<file path="config.mk">
export PLATFORM = sky130hd
export DESIGN_NAME = corner_drain_arb
export DESIGN_NICKNAME = d
export VERILOG_FILES = /design/src/rtl/corner_drain_pkg.sv /design/src/rtl/corner_rr_pick.sv /design/src/rtl/corner_drain_arb.sv
export SDC_FILE = /design/constraint.sdc
export NUM_CORES = 1
export LEC_CHECK = 0
export ABC_AREA = 1
export CORE_MARGIN = 2
export CORE_UTILIZATION = 35
export CTS_CLUSTER_SIZE = 16
export DETAILED_ROUTE_END_ITERATION = 10
export PLACE_DENSITY = 0.75
export SLEW_MARGIN = 0
export SYNTH_ARGS = -nofsm -noshare
export SYNTH_HDL_FRONTEND = slang
export SYNTH_SLANG_ARGS = --single-unit
</file>
<file path="constraint.sdc">
create_clock -name c -period 7.5 [get_ports c]
set_input_delay 1.5 -clock c [delete_from_list [all_inputs] [get_ports c]]
set_output_delay 1.5 -clock c [all_outputs]
set_load 0.01 [all_outputs]
</file>
<file path="src/rtl/corner_drain_pkg.sv">
// Shared types and sizes for the corner-record drain arbiter.
package corner_drain_pkg;

  typedef enum logic [1:0] {
    IDLE = 2'd0,
    LOAD = 2'd1,
    SEND = 2'd2
  } state_t;

  localparam int REC_W         = 128;
  localparam int WORD_W        = 32;
  localparam int WORDS_PER_REC = REC_W / WORD_W;
  localparam int NCAM          = 2;
  localparam int AVAIL_W       = 7;

  // Two-way round-robin among the candidate cameras. With both candidates
  // present the one that was not served last wins; with one candidate it
  // wins outright. An empty candidate set returns 0 and is masked by the
  // caller's valid flag.
  function automatic logic rr_choose(input logic [NCAM-1:0] cand,
                                     input logic            last_served);
    if (cand == 2'b11) begin
      return ~last_served;
    end
    return cand[1];
  endfunction

endpackage

</file>
<file path="src/rtl/corner_rr_pick.sv">
// Grant selection for the drain arbiter: a camera at or above the high-water
// level wins over round-robin; ties at either level fall back to round-robin.
module corner_rr_pick
  import corner_drain_pkg::*;
#(
  parameter int HI_WATER = 96
) (
  input  logic [NCAM-1:0]         q_empty,
  input  logic [NCAM*AVAIL_W-1:0] q_avail,
  input  logic                    last_served,
  output logic                    pick,
  output logic                    pick_valid
);

  localparam logic [AVAIL_W-1:0] HI_LVL = AVAIL_W'(HI_WATER);

  logic [NCAM-1:0] nonempty;
  logic [NCAM-1:0] hot;
  logic [NCAM-1:0] cand;

  // Classify each camera, then restrict to the high-water set when it is non-empty.
  always_comb begin
    nonempty = '0;
    hot      = '0;
    for (int i = 0; i < NCAM; i++) begin
      nonempty[i] = ~q_empty[i];
      hot[i]      = nonempty[i] && (q_avail[i*AVAIL_W +: AVAIL_W] >= HI_LVL);
    end
    cand       = (hot != '0) ? hot : nonempty;
    pick_valid = |nonempty;
    pick       = rr_choose(cand, last_served);
  end

endmodule

</file>
<file path="src/rtl/corner_drain_arb.sv">
// Drains two per-camera 128-bit corner FIFOs into one 32-bit valid/ready
// stream, four words per record, with bounded bursts per grant.
//
// state | meaning
// IDLE  | no grant; picks a camera when enabled and any FIFO has data
// LOAD  | pops one record from the granted camera into the record register
// SEND  | streams the 4 words of the held record, word 0 = bits [31:0]
module corner_drain_arb
  import corner_drain_pkg::*;
#(
  parameter int BURST    = 16,
  parameter int HI_WATER = 96
) (
  input  logic                        c,
  input  logic                        r,
  input  logic                        en,
  input  logic [NCAM*REC_W-1:0]       q,
  input  logic [NCAM-1:0]             q_empty,
  input  logic [NCAM*AVAIL_W-1:0]     q_avail,
  output logic [NCAM-1:0]             q_read,
  output logic [WORD_W-1:0]           od,
  output logic                        ov,
  input  logic                        ordy,
  output logic                        olast,
  output logic                        osrc,
  output logic                        busy,
  output logic [31:0]                 rec_count
);

  localparam int              CNT_W    = 8;
  localparam logic [1:0]      LAST_IDX = 2'(WORDS_PER_REC - 1);
  localparam logic [CNT_W:0]  BURST_LIM = (CNT_W+1)'(BURST);

  state_t             state;
  state_t             state_n;
  logic [REC_W-1:0]   rec;
  logic [1:0]         widx;
  logic [CNT_W-1:0]   burst_cnt;
  logic [CNT_W:0]     burst_next;
  logic               last_served;
  logic               osrc_r;
  logic               pick;
  logic               pick_valid;
  logic               grant;
  logic               rec_done;
  logic               burst_more;

  corner_rr_pick #(
    .HI_WATER (HI_WATER)
  ) u_pick (
    .q_empty     (q_empty),
    .q_avail     (q_avail),
    .last_served (last_served),
    .pick        (pick),
    .pick_valid  (pick_valid)
  );

  assign burst_next = {1'b0, burst_cnt} + {{CNT_W{1'b0}}, 1'b1};
  assign burst_more = burst_next < BURST_LIM;

  // State register.
  always_ff @(posedge c or posedge r) begin
    if (r) begin
      state <= IDLE;
    end else begin
      state <= state_n;
    end
  end

  // Next state; en and the granted FIFO's empty flag only matter at record boundaries.
  always_comb begin
    state_n  = state;
    grant    = 1'b0;
    rec_done = 1'b0;
    unique case (state)
      IDLE: begin
        if (en && pick_valid) begin
          state_n = LOAD;
          grant   = 1'b1;
        end
      end
      LOAD: begin
        state_n = SEND;
      end
      SEND: begin
        if (ordy && (widx == LAST_IDX)) begin
          rec_done = 1'b1;
          if (burst_more && en && !q_empty[osrc_r]) begin
            state_n = LOAD;
          end else begin
            state_n = IDLE;
          end
        end
      end
      default: begin
        state_n = IDLE;
      end
    endcase
  end

  // Grant bookkeeping: camera select, burst length and round-robin history.
  always_ff @(posedge c or posedge r) begin
    if (r) begin
      osrc_r      <= 1'b0;
      burst_cnt   <= '0;
      last_served <= 1'b1;
    end else begin
      if (grant) begin
        osrc_r    <= pick;
        burst_cnt <= '0;
      end else if (rec_done) begin
        burst_cnt <= burst_cnt + CNT_W'(1);
      end
      if (rec_done && (state_n == IDLE)) begin
        last_served <= osrc_r;
      end
    end
  end

  // Record capture, word sequencing and the forwarded-record counter.
  always_ff @(posedge c or posedge r) begin
    if (r) begin
      rec       <= '0;
      widx      <= '0;
      rec_count <= '0;
    end else begin
      if (state == LOAD) begin
        rec  <= osrc_r ? q[2*REC_W-1:REC_W] : q[REC_W-1:0];
        widx <= '0;
      end else if ((state == SEND) && ordy) begin
        widx <= widx + 2'd1;
      end
      if (rec_done) begin
        rec_count <= rec_count + 32'd1;
      end
    end
  end

  // Outputs decode from registered state only, so they hold while ordy is low
  // and drop at once when reset is asserted.
  always_comb begin
    q_read = '0;
    ov     = 1'b0;
    od     = '0;
    olast  = 1'b0;
    if (state == LOAD) begin
      q_read[osrc_r] = 1'b1;
    end
    if (state == SEND) begin
      ov    = 1'b1;
      od    = rec[{widx, 5'd0} +: WORD_W];
      olast = (widx == LAST_IDX);
    end
  end

  assign osrc = osrc_r;
  assign busy = (state != IDLE);

endmodule

</file>
==> impl_results.md <==
- Syn avg cell area: about 7.6 sq um
- Capture point of the worst reg-to-reg path: rec[16]
- TritonCTS clock tree: yes
- CP max stage cell: clkdlybuf4s50_1
- Crit end category: output pin
- CP Cell Sequence: inv_2 > nor2_4 > clkinv_1 > buf_4 > a21oi_1 > clkdlybuf4s50_1
- Required time of the worst setup path: about 6.0 ns
- Postcts setup bufs: 0
- Flops & latches, synth: between 150 and 200
- Post-route ant nets: 0
- Worst-path clk slew: 0.07 ns
- Cell Rows: 58
- Synthesis warning total: 0
- Synthesized cell area: about 9000 sq um
- Clk_skew: between 0.01 and 0.015 ns
- PwrDens: around 310 nW/um^2
- Min Tclk post-route: between 4 and 5 ns
- # resized after CTS: 0
- CTS root buffer: clkbuf_16
- Final period util: between 50% and 60%
- Mapped Cells: roughly 1.2k
- Setup TNS: 0 ns
- Worst-Margin Slew: ~1.1 ns
- GRT Resource Usage Total: a little under a quarter
- Initial drt markers: about 460
- Htree depth: 4
- DIE AREA: around 27000 sq um
- First-pass GRT wire length: just under 50 mm
- Worst Hold Depth: 2
- FILL cells: 2402
- Setup crit start kind: flip-flop
- Starting Density: roughly 36%
- CP max stage delay: between 0.6 and 0.7 ns
- Overall Power: about 4 mW
- RSZ-0062 raised after global routing: no
- Final Max Slew Viols: 0
- Remaining DRCs: 0
- Die width: between 150 and 200 um
- Gate power share: roughly two fifths
- CP Data Arrival Time: 2.95 ns
- Buf/Inv on CP: 4
- Hold EP: last_served
- Total routed wirelength: between 30 and 40 mm
- CTS Sinks: between 150 and 200
- Gr ovfl total: 0
- Max Cap Viol: 0
- Critical path class: flip-flop to output pin
- Crit path max fanout: 20
- Internal power: around 2.5 mW
- I/O Buffers: 335
- Final setup violation count: 0
- Pleak: 5.667 nW
- Yosys cell types: 33
- Hold Buf Count CTS: 0
- Drt via density: roughly 5
- Area Growth Syn to Fin: 45.98%
- Routed len/inst: 17.55 um
- Die H: roughly 160 um
- Register area share after synthesis: 48.47%
- Vias in the first global route: around 8.9k
- Sw Share: 38.81%
- Top post-synthesis cells by area: dfrtp_1 48%, nand2_1 18%, nand3_1 5.8%
- Synth cell count leaders: 431 x nand2_1, 173 x dfrtp_1, 105 x nand3_1
- Via count: slightly above 9k
- Core area: ~25000 sq um
- P_sw: 1.562 mW
- Synth Flop Type: dfrtp_1
- Max Root-Sink Buffers: 2
- # IOs: between 300 and 400
- Post-synth ARST share: 100.0%
- Final Hold Fails: 0
- Clock Latency Late Sink: 0.42 ns
- Rel. slew slack: ~25%
- Dpl hpwl: 22.41 mm
- Worst Hold Class: flip-flop to flip-flop
- Synth area leader: dfrtp_1
- Seq pwr share: a little over a third
- CTS Buf Count: 17
- R2r startpoint: state[0]
- GP Congestion: 0.8631
- Initial antenna violation count: 1
- Largest net degree at the start of global routing: approximately 110
- Worst hold start: last_served
- Final Net Count: about 1.8k
- Syn Nets: ~1.5k
- Clock Power Share: a little over a fifth
- 1st-pass router iterations: 5
- R2R depth: 9
- FF-to-FF setup slack: roughly 4.4 ns
- Most numerous cell in the Yosys netlist: nand2_1
- Number of enable flip-flop cells after synthesis: 0
- Top cell family by delay on the critical path: buffers and inverters
- Share of layout cells above drive strength 1: under 10%
- Top cell type's share of synthesized area: roughly 48%
- Max frequency: approximately 220 MHz
- Outcome: finished clean
- Maximum VDD drop: 0.1315 mV
## worst max-delay path by stage
stage               depth (start not counted)  slack, ns      endpoint      from
finish                                      6       3.05         od[0]  state[1]
global route                                6       2.79         od[0]  state[1]
CTS                                         6       2.98         od[0]  state[1]
detailed placement                          6       3.45         od[0]  state[1]
global placement                            6       3.46         od[0]  state[1]
floorplan                                   1       1.28  burst_cnt[0]         r
## worst min-delay path, cell delays in order (launching register included)
cell	delay, ns
dfstp_2	0.39
nand2_1	0.06
nand2_1	0.04
## stage by stage
step | hold slack [ns] | instance area (sq um) | utilization [%] | std cells | worst slack [ns]
2_1_floorplan | 0.4494 | 8986 | - | 1186 | 1.285
3_3_place_gp | 0.4675 | 12550 | 49.84 | 1794 | 3.461
3_5_place_dp | 0.4710 | 12550 | 49.84 | 1794 | 3.453
4_1_cts | 0.4812 | 13120 | 52.08 | 1826 | 2.981
5_1_grt | 0.5102 | 13120 | 52.09 | 1827 | 2.786
6_report | 0.4845 | 13120 | 52.09 | 1827 | 3.048
## power groups by stage
stage | registers, mW | logic (mW) | clock network [mW]
floorplan | 1.44 | 1.01 | 0
global placement | 1.47 | 1.68 | 0
detailed placement | 1.48 | 1.70 | 0
CTS | 1.47 | 1.71 | 0.887
global route | 1.51 | 1.88 | 0.924
finish | 1.47 | 1.69 | 0.865
## metal layers
metal	part of all wire, %	vias up	GRT usage [%]	wire [um]
met5	0	-	0	0
met4	2.9	0	9.051	933
met3	8.8	47	6.338	2810
met2	47	350	38.84	15200
met1	41	4318	28.84	13120
li1	-	4426	-	-
## cells by family after synthesis
family / count (synthesis) / share of synthesized area (%)
XOR/XNOR: 26 / 2.534
AO/OA/AOI/OAI: 188 / 12.03
flip-flops: 174 / 48.47
AND/OR/NAND/NOR: 645 / 29.78
adder cells (fa/ha/maj): 3 / 0.4178
buffers and inverters: 150 / 6.767
## registers in the layout (all words and copies together), names as in the netlist
register / cells
rec: 128
rec_count: 32
burst_cnt: 8
state: 2
widx: 2
last_served: 1
osrc: 1
## area by class of cell
cell class                 instances  area (sq um)  share of cell area (%)
antenna                            1         2.502                 0.01908
clock buffer                      19         442.9                   3.377
clock inverter                    13         121.4                  0.9252
inverter                          82         316.6                   2.413
multi-input combinational        862          4028                   30.70
sequential                       174          4358                   33.22
tap                              330         412.9                   3.148
timing repair buffer             346          3436                   26.19
## placed cells by master (no fill, tap or decap), types with 3 or more instances in the layout
cell type        count
xor2_1              16
inv_8                4
o21ai_0             64
nand3_1            105
clkdlybuf4s50_1    335
a21oi_1             67
nand2_1            431
clkbuf_16           17
nor2_1              75
nor2_4               5
dfrtp_1            171
ha_1                 3
inv_6                6
nor3_1               7
xnor2_1             10
inv_1               74
nand4_1              8
o211ai_1            48
a22oi_1              5
inv_2                4
nor2_2               5
buf_4               11
Power figures use the tool's default switching activity.
